===== src/rtl/stopwatch_core_if.sv =====
// -----------------------------------------------------------------------------
// stopwatch_core_if
//   Groups every stopwatch_core signal except clk/rst.
//   master : upstream side (debouncers, clock divider) driving pulses and levels,
//            and receiving the display value and status flags.
//   slave  : the stopwatch_core itself.
//
//   Pulses (one cycle) : tick, adj_tick, clear, pause_toggle, lap
//   Levels             : dir (0 up / 1 down), adj (adjust mode), sel, num
//   Outputs            : digits (BCD, digit i at [4i+3:4i]), running, expired,
//                        lap_active, wrap (one-cycle rollover pulse)
// -----------------------------------------------------------------------------
interface stopwatch_core_if #(
  parameter int DIGITS = 4,
  parameter int SEL_W  = 2
) ();
  logic                  tick;
  logic                  adj_tick;
  logic                  clear;
  logic                  pause_toggle;
  logic                  lap;
  logic                  dir;
  logic                  adj;
  logic [SEL_W-1:0]      sel;
  logic [3:0]            num;
  logic [4*DIGITS-1:0]   digits;
  logic                  running;
  logic                  expired;
  logic                  lap_active;
  logic                  wrap;

  modport master (
    output tick, adj_tick, clear, pause_toggle, lap, dir, adj, sel, num,
    input  digits, running, expired, lap_active, wrap
  );

  modport slave (
    input  tick, adj_tick, clear, pause_toggle, lap, dir, adj, sel, num,
    output digits, running, expired, lap_active, wrap
  );
endinterface


===== src/rtl/stopwatch_core.sv =====
// -----------------------------------------------------------------------------
// stopwatch_core
//   Chain of DIGITS BCD digits, each radix 10 or 6 (RADIX6_MASK), counting up
//   or down in RUN, with per-digit clamped loading in ADJUST, a lap/split hold
//   and expiry (count-down reaching zero) / wrap (count-up rollover) flags.
//
//   Ports:
//     clk  : system clock
//     rst  : asynchronous active-high reset
//     bus  : stopwatch_core_if.slave (pulses, levels, display and status)
//
//   Within one cycle the inputs rank clear > adj > pause_toggle > lap >
//   tick/adj_tick: a higher-ranked pulse that is present suppresses the
//   lower-ranked ones for that cycle.
// -----------------------------------------------------------------------------
module stopwatch_core #(
  parameter int              DIGITS      = 4,
  parameter int              SEL_W       = 2,
  parameter logic [DIGITS-1:0] RADIX6_MASK = 4'b1010
) (
  input  logic             clk,
  input  logic             rst,
  stopwatch_core_if.slave  bus
);

  typedef enum logic [1:0] {
    ST_PAUSED  = 2'd0,
    ST_RUN     = 2'd1,
    ST_ADJUST  = 2'd2,
    ST_EXPIRED = 2'd3
  } state_t;

  state_t              r_state;
  state_t              w_state_nxt;

  logic [4*DIGITS-1:0] r_count;
  logic [4*DIGITS-1:0] r_snap;
  logic                r_lap_active;
  logic                r_wrap;

  logic [4*DIGITS-1:0] w_inc;
  logic [4*DIGITS-1:0] w_dec;
  logic [4*DIGITS-1:0] w_load;
  logic [DIGITS:0]     w_carry;
  logic [DIGITS:0]     w_borrow;
  logic                w_all_max;
  logic                w_count_zero;
  logic                w_dec_zero;
  logic                w_lap_en;
  logic                w_count_en;
  logic                w_load_en;

  // ---------------------------------------------------------------------------
  // Per-digit BCD arithmetic. Digit 0 always sees a carry/borrow-in of 1; a
  // digit passes the carry on only when it sits at its maximum (up) or at
  // zero (down), so no intermediate wider than one digit ever exists.
  // ---------------------------------------------------------------------------
  assign w_carry[0]  = 1'b1;
  assign w_borrow[0] = 1'b1;

  for (genvar gi = 0; gi < DIGITS; gi++) begin : g_digit
    localparam logic [3:0] MAX = RADIX6_MASK[gi] ? 4'd5 : 4'd9;
    logic [3:0] w_d;
    logic       w_at_max;
    logic       w_at_zero;

    assign w_d       = r_count[4*gi +: 4];
    assign w_at_max  = (w_d == MAX);
    assign w_at_zero = (w_d == 4'd0);

    assign w_carry[gi+1]  = w_carry[gi]  & w_at_max;
    assign w_borrow[gi+1] = w_borrow[gi] & w_at_zero;

    assign w_inc[4*gi +: 4] = !w_carry[gi]  ? w_d : (w_at_max  ? 4'd0 : w_d + 4'd1);
    assign w_dec[4*gi +: 4] = !w_borrow[gi] ? w_d : (w_at_zero ? MAX  : w_d - 4'd1);

    // A sel value beyond the last digit matches no digit and loads nothing.
    assign w_load[4*gi +: 4] = (bus.sel == SEL_W'(gi))
                             ? ((bus.num > MAX) ? MAX : bus.num)
                             : w_d;
  end

  assign w_all_max    = w_carry[DIGITS];
  assign w_count_zero = (r_count == '0);
  assign w_dec_zero   = (w_dec == '0);

  // Qualified actions after applying the input ranking.
  assign w_lap_en   = bus.lap && !bus.clear && !bus.adj && !bus.pause_toggle &&
                      ((r_state == ST_RUN) || (r_state == ST_PAUSED));
  assign w_count_en = bus.tick && !bus.clear && !bus.adj && !bus.pause_toggle &&
                      !bus.lap && (r_state == ST_RUN);
  assign w_load_en  = bus.adj_tick && !bus.clear && bus.adj && (r_state == ST_ADJUST);

  // ---------------------------------------------------------------------------
  // FSM: state register
  // ---------------------------------------------------------------------------
  // NOTE: sequential state uses non-blocking (<=) so every register samples
  // the pre-edge values of the others, independent of block ordering.
  always_ff @(posedge clk or posedge rst) begin
    if (rst) r_state <= ST_PAUSED;
    else     r_state <= w_state_nxt;
  end

  // ---------------------------------------------------------------------------
  // FSM: next-state logic
  // ---------------------------------------------------------------------------
  // NOTE: the default assignment first guarantees every path drives
  // w_state_nxt, so no latch is inferred.
  always_comb begin
    w_state_nxt = r_state;
    if (bus.clear) begin
      w_state_nxt = bus.adj ? ST_ADJUST : ST_PAUSED;
    end else if (bus.adj) begin
      w_state_nxt = ST_ADJUST;
    end else if (r_state == ST_ADJUST) begin
      w_state_nxt = ST_PAUSED;               // adj has fallen
    end else if (bus.pause_toggle) begin
      case (r_state)
        // A count-down from zero would expire immediately; refuse to start.
        ST_PAUSED: if (!(bus.dir && w_count_zero)) w_state_nxt = ST_RUN;
        ST_RUN:    w_state_nxt = ST_PAUSED;
        default:   w_state_nxt = r_state;
      endcase
    end else if (w_count_en && bus.dir && w_dec_zero) begin
      w_state_nxt = ST_EXPIRED;
    end
  end

  // ---------------------------------------------------------------------------
  // FSM: outputs (decoded from registers only; display is a plain mux)
  // ---------------------------------------------------------------------------
  always_comb begin
    bus.running    = (r_state == ST_RUN);
    bus.expired    = (r_state == ST_EXPIRED);
    bus.lap_active = r_lap_active;
    bus.wrap       = r_wrap;
    bus.digits     = r_lap_active ? r_snap : r_count;
  end

  // ---------------------------------------------------------------------------
  // Count, lap snapshot and wrap pulse
  // ---------------------------------------------------------------------------
  always_ff @(posedge clk or posedge rst) begin
    if (rst) begin
      r_count      <= '0;
      r_snap       <= '0;
      r_lap_active <= 1'b0;
      r_wrap       <= 1'b0;
    end else begin
      r_wrap <= 1'b0;
      if (bus.clear) begin
        r_count      <= '0;
        r_lap_active <= 1'b0;
      end else if (bus.adj) begin
        r_lap_active <= 1'b0;
        if (w_load_en) r_count <= w_load;
      end else if (w_lap_en) begin
        // First lap freezes the live count; the second releases the display.
        if (!r_lap_active) r_snap <= r_count;
        r_lap_active <= !r_lap_active;
      end else if (w_count_en) begin
        if (bus.dir) begin
          r_count <= w_dec;
        end else begin
          r_count <= w_inc;
          r_wrap  <= w_all_max;
        end
      end
    end
  end

endmodule

===== src/flat_wrapper.sv =====
// flat-port wrapper written by rule: the top's interface ports become plain ports
module stopwatch_core_flat 
#(
  parameter int              DIGITS      = 4,
  parameter int              SEL_W       = 2,
  parameter logic [DIGITS-1:0] RADIX6_MASK = 4'b1010
)
  (clk, rst, bus_tick, bus_adj_tick, bus_clear, bus_pause_toggle, bus_lap, bus_dir, bus_adj, bus_sel, bus_num, bus_digits, bus_running, bus_expired, bus_lap_active, bus_wrap);
  stopwatch_core_if #(.DIGITS(DIGITS), .SEL_W(SEL_W)) bus_i ();
  input  logic clk;
  input  logic rst;
  input wire logic [$bits(bus_i.tick)-1:0] bus_tick;
  input wire logic [$bits(bus_i.adj_tick)-1:0] bus_adj_tick;
  input wire logic [$bits(bus_i.clear)-1:0] bus_clear;
  input wire logic [$bits(bus_i.pause_toggle)-1:0] bus_pause_toggle;
  input wire logic [$bits(bus_i.lap)-1:0] bus_lap;
  input wire logic [$bits(bus_i.dir)-1:0] bus_dir;
  input wire logic [$bits(bus_i.adj)-1:0] bus_adj;
  input wire logic [$bits(bus_i.sel)-1:0] bus_sel;
  input wire logic [$bits(bus_i.num)-1:0] bus_num;
  output wire logic [$bits(bus_i.digits)-1:0] bus_digits;
  output wire logic [$bits(bus_i.running)-1:0] bus_running;
  output wire logic [$bits(bus_i.expired)-1:0] bus_expired;
  output wire logic [$bits(bus_i.lap_active)-1:0] bus_lap_active;
  output wire logic [$bits(bus_i.wrap)-1:0] bus_wrap;
  assign bus_i.tick = bus_tick;
  assign bus_i.adj_tick = bus_adj_tick;
  assign bus_i.clear = bus_clear;
  assign bus_i.pause_toggle = bus_pause_toggle;
  assign bus_i.lap = bus_lap;
  assign bus_i.dir = bus_dir;
  assign bus_i.adj = bus_adj;
  assign bus_i.sel = bus_sel;
  assign bus_i.num = bus_num;
  assign bus_digits = bus_i.digits;
  assign bus_running = bus_i.running;
  assign bus_expired = bus_i.expired;
  assign bus_lap_active = bus_i.lap_active;
  assign bus_wrap = bus_i.wrap;
  stopwatch_core #(.DIGITS(DIGITS), .SEL_W(SEL_W), .RADIX6_MASK(RADIX6_MASK)) u_core (.clk(clk), .rst(rst), .bus(bus_i));
endmodule

===== config.mk =====
export PLATFORM = sky130hd
export DESIGN_NAME = stopwatch_core_flat
export DESIGN_NICKNAME = d
export VERILOG_FILES = /design/src/rtl/stopwatch_core_if.sv /design/src/rtl/stopwatch_core.sv /design/src/flat_wrapper.sv
export SDC_FILE = /design/constraint.sdc
export NUM_CORES = 1
export LEC_CHECK = 0
export CAP_MARGIN = 20
export CORE_MARGIN = 10
export CORE_UTILIZATION = 45
export CTS_CLUSTER_SIZE = 30
export DETAILED_ROUTE_END_ITERATION = 7
export MAX_ROUTING_LAYER = met4
export PLACE_DENSITY = 0.67
export SYNTH_ARGS = -nofsm -noshare
export SYNTH_HDL_FRONTEND = slang
export SYNTH_SLANG_ARGS = --single-unit

===== constraint.sdc =====
create_clock -name clk -period 3.3 [get_ports clk]
set_input_delay 0.33 -clock clk [delete_from_list [all_inputs] [get_ports clk]]
set_output_delay 0.33 -clock clk [all_outputs]
set_load 0.02 [all_outputs]

==> results of run 1 <==
metrics by stage:
step                instance area [um^2]    util  setup WS, ns
floorplan                           2864       -        0.8446
global placement                    3308  0.5270        0.7353
detailed placement                  3308  0.5270        0.7229
CTS                                 3420  0.5447        0.7647
global route                        3420  0.5447        0.4828
finish                              3420  0.5447        0.7386
registers in the layout, summed over array words and instances (netlist names):
signal / count
u_core.r_count: 16
u_core.bus.lap_active: 1
u_core.r_snap: 16
u_core.bus.wrap: 1
u_core.r_state: 2
power by group through the flow:
stage	registers [W]	clock network (W)	logic, W
final	0.000584	0.000398	0.000523
after global routing	0.000597	0.000424	0.000580
after CTS	0.000583	0.000407	0.000523
after detailed placement	0.000592	0	0.000520
after global placement	0.000588	0	0.000514
after floorplan	0.000549	0	0.000383
cells by family after synthesis:
kind of cell,count (synthesis),share of synthesized area
AND/OR/NAND/NOR,129,0.2438
AO/OA/AOI/OAI,90,0.2040
buffers and inverters,39,0.05417
flip-flops,36,0.3145
multiplexers,30,0.1162
adder cells (fa/ha/maj),14,0.06116
XOR/XNOR,2,0.006117
tightest hold or removal path, cell delays in order:
cell,delay [ns]
clkdlybuf4s50_1,0.40
inv_1,0.05
buf_4,0.41
final cells by class:
cell class,count,area [um^2]
tap,77,96.34
clock inverter,3,42.54
fill,601,2858
inverter,15,56.30
clock buffer,5,68.82
timing repair buffer,47,437.9
sequential,36,900.9
multi-input combinational,265,1817
Yosys cell counts, drive strengths merged, types with 2 or more instances:
master / number / area (um^2)
o21ai: 32 / 160.2
o21a: 2 / 15.01
o31ai: 9 / 67.56
nand3b: 5 / 37.54
clkbuf: 21 / 78.83
nand4: 4 / 25.02
mux2: 26 / 292.8
ha: 14 / 175.2
a21oi: 11 / 55.05
nor4: 5 / 31.28
nor3: 11 / 55.05
or2: 3 / 18.77
o22ai: 3 / 18.77
a211oi: 7 / 52.55
nor3b: 5 / 47.54
dfrtp: 36 / 900.9
a311oi: 3 / 26.28
nor2b: 7 / 43.79
inv: 15 / 56.30
or3b: 3 / 26.28
nand3: 11 / 55.05
nor2: 20 / 75.07
nand2: 33 / 126.4
buf: 3 / 20.01
a31oi: 6 / 37.54
mux2i: 4 / 40.04
nand2b: 12 / 75.07
a221oi: 5 / 43.79
or3: 3 / 18.77
o41ai: 2 / 17.52
and2: 2 / 12.51
routing by layer:
layer / global-route usage / wire (um)
met1: 0.2007 / 3527
met2: 0.2613 / 3746
met3: 0.03571 / 387
met4: 0.05733 / 156
met5: - / 0
worst min-delay path by stage:
stage	end	cells past startpoint	start	slack [ns]
floorplan	u_core.r_snap[14]	1	u_core.r_snap[14]	0.47
finish	u_core.r_count[12]	3	rst	0.46
CTS	u_core.r_snap[8]	3	rst	0.47
global placement	u_core.r_snap[3]	1	u_core.r_snap[3]	0.48
global route	u_core.r_count[9]	3	rst	0.51
detailed placement	u_core.r_snap[6]	1	u_core.r_snap[6]	0.49
==> results.ini, run 1 <==
[outcome]
status=complete, no violations

[pwr]
p_int_w=0.0009712
p_clk_frac=0.264
power.share.switching=0.3547
power_frac_seq=0.388
peakVddDrop_uv=228.7
power_density_nw_per_um2=440.1
net-switching-power_w=0.0005339
comb_power_share=0.347
total_leakage_power_nw=1.406
p_total_w=0.001505

[synth]
synthesis.nets=369
yosys_most_used_dff=dfrtp_1
ys_warn_count=0
syn_avg_cell_area_um2=8.424
netlist_area_um2=2864
synthArstFlopShare=1.000
synth_cell_types=54
synth-seq-area-share=0.3145
synth_cells=340
synth_edf_count=0
ys_seq_elements=36

[critical_path]
critPathMaxFanout=7
crit_end=u_core.r_count[12]
reg2reg_to=u_core.r_count[12]
worstPathArrival_ns=2.74
start_kind=flop
cp-end-kind=flop
worstPathRequired_ns=3.48
critPathMaxStageDelay_ns=0.47
path_cells=inv_1 -> ha_1 -> nand3b_1 -> or4_4 -> a222oi_1 -> buf_4 -> or2_1 -> mux2_1
worstReg2RegStart=u_core.r_count[1]
cp-startpoint=u_core.r_count[1]
r2r_slack_ns=0.74
slowest_stage=or4_4
crit_family=simple AND/OR/NAND/NOR gates
worstSetupPathDepth=8
r2r_cells=8
crit_type=flop to flop
crit_buf_inv=2

[floorplan]
die_area_um2=9955
die_width_um=99.78
core_area_um2=6277
io_pins=35
start_util=0.4562
die_h_um=99.78
row_count=29

[placed_design]
dp_hpwl_um=5846
post-place-cells=440
place.gp.congestion=0.8982
port_buffers=34

[detailed_routing]
vias_per_cell=6.011
drt_iter0_markers=217
drt-total-wl_um=7818
drt_first_pass_iters=5
routedWlPerCell_um=17.45
dr_total_vias=2693
drc_errors=0
ant_nets=0

[cells_and_area]
diodes=0
fin_nets=399
instances_no_fill=448
layout_common_cells=dfrtp_1, clkdlybuf4s50_1, nand2_1, o21ai_0, mux2_2
synthToLayoutAreaGrowth_pct=19.40
final_common_cell=dfrtp_1
drive_gt1_frac=0.1536

[sta]
min_period_ns=2.561
fmax_mhz=390.4
fin_skew_ns=0.005864
finalMaxSlewViolations=0
slew_headroom=0.4583
rsz0062_at_grt=false
setup_violations=0
fin_hold_ws_ns=0.4559
setup_tns_ns=0
fin_crit_sh=0.7762
final_hold_viol_count=0
worst_pin_slew_ns=0.8125

[grt]
grt_pass1_vias=2685
grt_pass1_wl_um=13250
track_usage=0.1642
grt_max_degree=37
overflow=0
antenna_found_initial=0

[cts]
clk_pin_slew_ns=0.08
ctsHoldBuffers=0
cts-root-buf=clkbuf_8
clock_path_buffers=2
ctsResizeCount=0
postCtsSetupBuffers=0
worstSkewPairLatency_ns=0.29
clock-sinks=36
cts.htree.levels=2
cts_made_buffers=5
cts_tree=done

[job]
max_cap_violations=0

[worst_hold_path]
hold_path.class=input port to async pin

Note: power is estimated with default switching activity, not from simulation.
==> run 2: changes to the inputs <==
Clock period 3.3 ns to 2.45 ns, I/O delays scaled along.
==> results.ini, run 2 (synthesized netlist as in run 1, its figures left out) <==
[outcome]
status=complete, no violations

[cts]
clock_path_buffers=2  ; unchanged
cts_tree=done
clk_pin_slew_ns=0.08  ; about the same
cts.htree.levels=2  ; unchanged
cts-root-buf=clkbuf_8
worstSkewPairLatency_ns=0.30  ; about the same
clock-sinks=36  ; unchanged
cts_made_buffers=5  ; unchanged

[sta]
fmax_mhz=420.8  ; +7.8%
fin_hold_ws_ns=0.3632  ; -0.09273 ns
min_period_ns=2.376  ; -0.1851 ns
fin_ws_ns=0.07374  ; -0.6649 ns
fin_crit_sh=0.9699  ; +0.1937
slew_headroom=0.5678  ; +0.1095
finalMaxSlewViolations=0  ; unchanged
setup_violations=0  ; unchanged
fin_skew_ns=0.008195  ; +0.002331 ns
final_hold_viol_count=0  ; unchanged
worst_pin_slew_ns=0.6483  ; -0.1642 ns

[placed_design]
place.gp.congestion=0.8997  ; +0.17%
dpl_cell_area_um2=3471  ; +4.9%
dpl_worst_slack_ns=0.02878  ; -0.6941 ns
post-place-cells=460  ; +4.5%
port_buffers=34  ; unchanged
dp_hpwl_um=5955  ; +1.9%

[floorplan]
row_count=29  ; unchanged
die_h_um=99.78  ; unchanged
die_area_um2=9955  ; unchanged
start_util=0.4562  ; unchanged
io_pins=35  ; unchanged
core_area_um2=6277  ; unchanged
die_width_um=99.78  ; unchanged

[critical_path]
path_cells=inv_2 -> ha_2 -> nand3b_1 -> or4_4 -> a222oi_1 -> or2_1 -> mux2_1
start_kind=flop
worstPathArrival_ns=2.55  ; -0.19 ns
crit_buf_inv=1  ; -1
critPathMaxStageDelay_ns=0.51  ; +0.04 ns
worstPathRequired_ns=2.63  ; -0.85 ns
crit_type=flop to flop
crit_family=simple AND/OR/NAND/NOR gates
cp-end-kind=flop
slowest_stage=or4_4
critPathMaxFanout=4  ; -3

[grt]
grt.met2_usage=0.2613  ; unchanged
antenna_found_initial=0  ; unchanged
met3_usage=0.03846  ; +0.002747
grt_use_met1=0.2027  ; +0.002056
grt_pass1_vias=2754  ; +2.6%
busiest_layer=met2
grt_pass1_wl_um=13300  ; +0.36%
grt_max_degree=37  ; unchanged
overflow=0  ; unchanged
track_usage=0.1637  ; -0.0004409

[cells_and_area]
diodes=0  ; unchanged
drive_gt1_frac=0.2197  ; +0.06606
final_area_um2=3603  ; +5.4%
layout_common_cells=buf_4, clkdlybuf4s50_1, dfrtp_1, nand2_1, o21ai_0
fin_nets=424  ; +6.3%
final_common_cell=buf_4
instances_no_fill=473  ; +5.6%
reg.largest.list=u_core.r_count x16, u_core.r_snap x16, u_core.r_state x2
synthToLayoutAreaGrowth_pct=25.82

[detailed_routing]
drt-total-wl_um=8018  ; +2.6%
drt_iter0_markers=240  ; +11%
dr_total_vias=2827  ; +5.0%
drt_first_pass_iters=5  ; unchanged
vias_per_cell=5.977  ; -0.57%
ant_nets=0  ; unchanged
routedWlPerCell_um=16.95  ; -2.9%
drc_errors=0  ; unchanged

[pwr]
peakVddDrop_uv=380.4  ; +66%
total_leakage_power_nw=1.520  ; +8.1%
power_density_nw_per_um2=557.6  ; +27%

[worst_hold_path]
hold_path.class=input port to async pin

[job]
max_cap_violations=0  ; unchanged

[run 2: changes by cell type in the layout (fill, tap and decap cells not counted), moves of 2 or more]
cell | previous run | this run
dfrtp_2 | 0 | 2
dfrtp_1 | 36 | 34
ha_2 | 0 | 2
buf_4 | 13 | 37
ha_1 | 14 | 12
[run 2: per-layer routing]
layer,share of wire,routed length [um]
met5,0,0
met4,0.013,103
met3,0.054,434
met2,0.48,3842
met1,0.45,3638
[run 2: per-stage QoR]
stage | power, W | utilization | TNS [ns]
2_1_floorplan | 0.001254 | - | 0
3_3_place_gp | 0.001550 | 0.5529 | 0
3_5_place_dp | 0.001562 | 0.5529 | 0
4_1_cts | 0.001996 | 0.5669 | 0
5_1_grt | 0.002136 | 0.5740 | -0.01018
6_report | 0.002009 | 0.5740 | 0
[run 2: timing repair]
item	CTS	global route
hold buffers	0	0
setup endpoints to repair	0	18
gates resized for setup	0	5
endpoints found under the hold margin	0	0
buffers inserted	0	5
[run 2: path summary, 6_finish.rpt]
check,from,endpoint,slack (ns),cells after the start
max,u_core.r_count[5],u_core.r_count[12],0.07,7
min,rst,u_core.r_snap[13],0.36,3
max reg2reg,u_core.r_count[5],u_core.r_count[12],0.07,7
min reg2reg,u_core.r_snap[3],u_core.r_snap[3],0.50,1
max in group asynchronous,rst,u_core.r_count[5],1.73,3
min in group clk,u_core.r_snap[3],u_core.r_snap[3],0.50,1
[run 2: cell type report]
| type | instances | area, um^2 |
|---|---|---|
| Clock inverter | 3 | 18.77 |
| Inverter | 15 | 56.30 |
| Clock buffer | 5 | 68.82 |
| Sequential cell | 36 | 903.4 |
| Timing Repair Buffer | 72 | 638.1 |
| Tap cell | 77 | 96.34 |
| Multi-Input combinational cell | 265 | 1822 |
| Fill cell | 561 | 2674 |
[run 2: power breakdown]
part	leakage [nW]	internal (W)	switching [W]
clock	0.0479	0.000198	0.000234
sequential	0.471	0.000679	0.0000643
combinational	1.00	0.000395	0.000439
total	1.52	0.00127	0.000738
[run 2: tightest hold or removal path, stage by stage]
cell,delay (ns)
clkdlybuf4s50_1,0.39
inv_1,0.05
buf_4,0.41
==> run 3: changes to the inputs <==
Settings changed: CTS_CLUSTER_SIZE 30 to default.
==> results of run 3 <==
No change in the layout: final DEF, timing and power equal those of run 2.
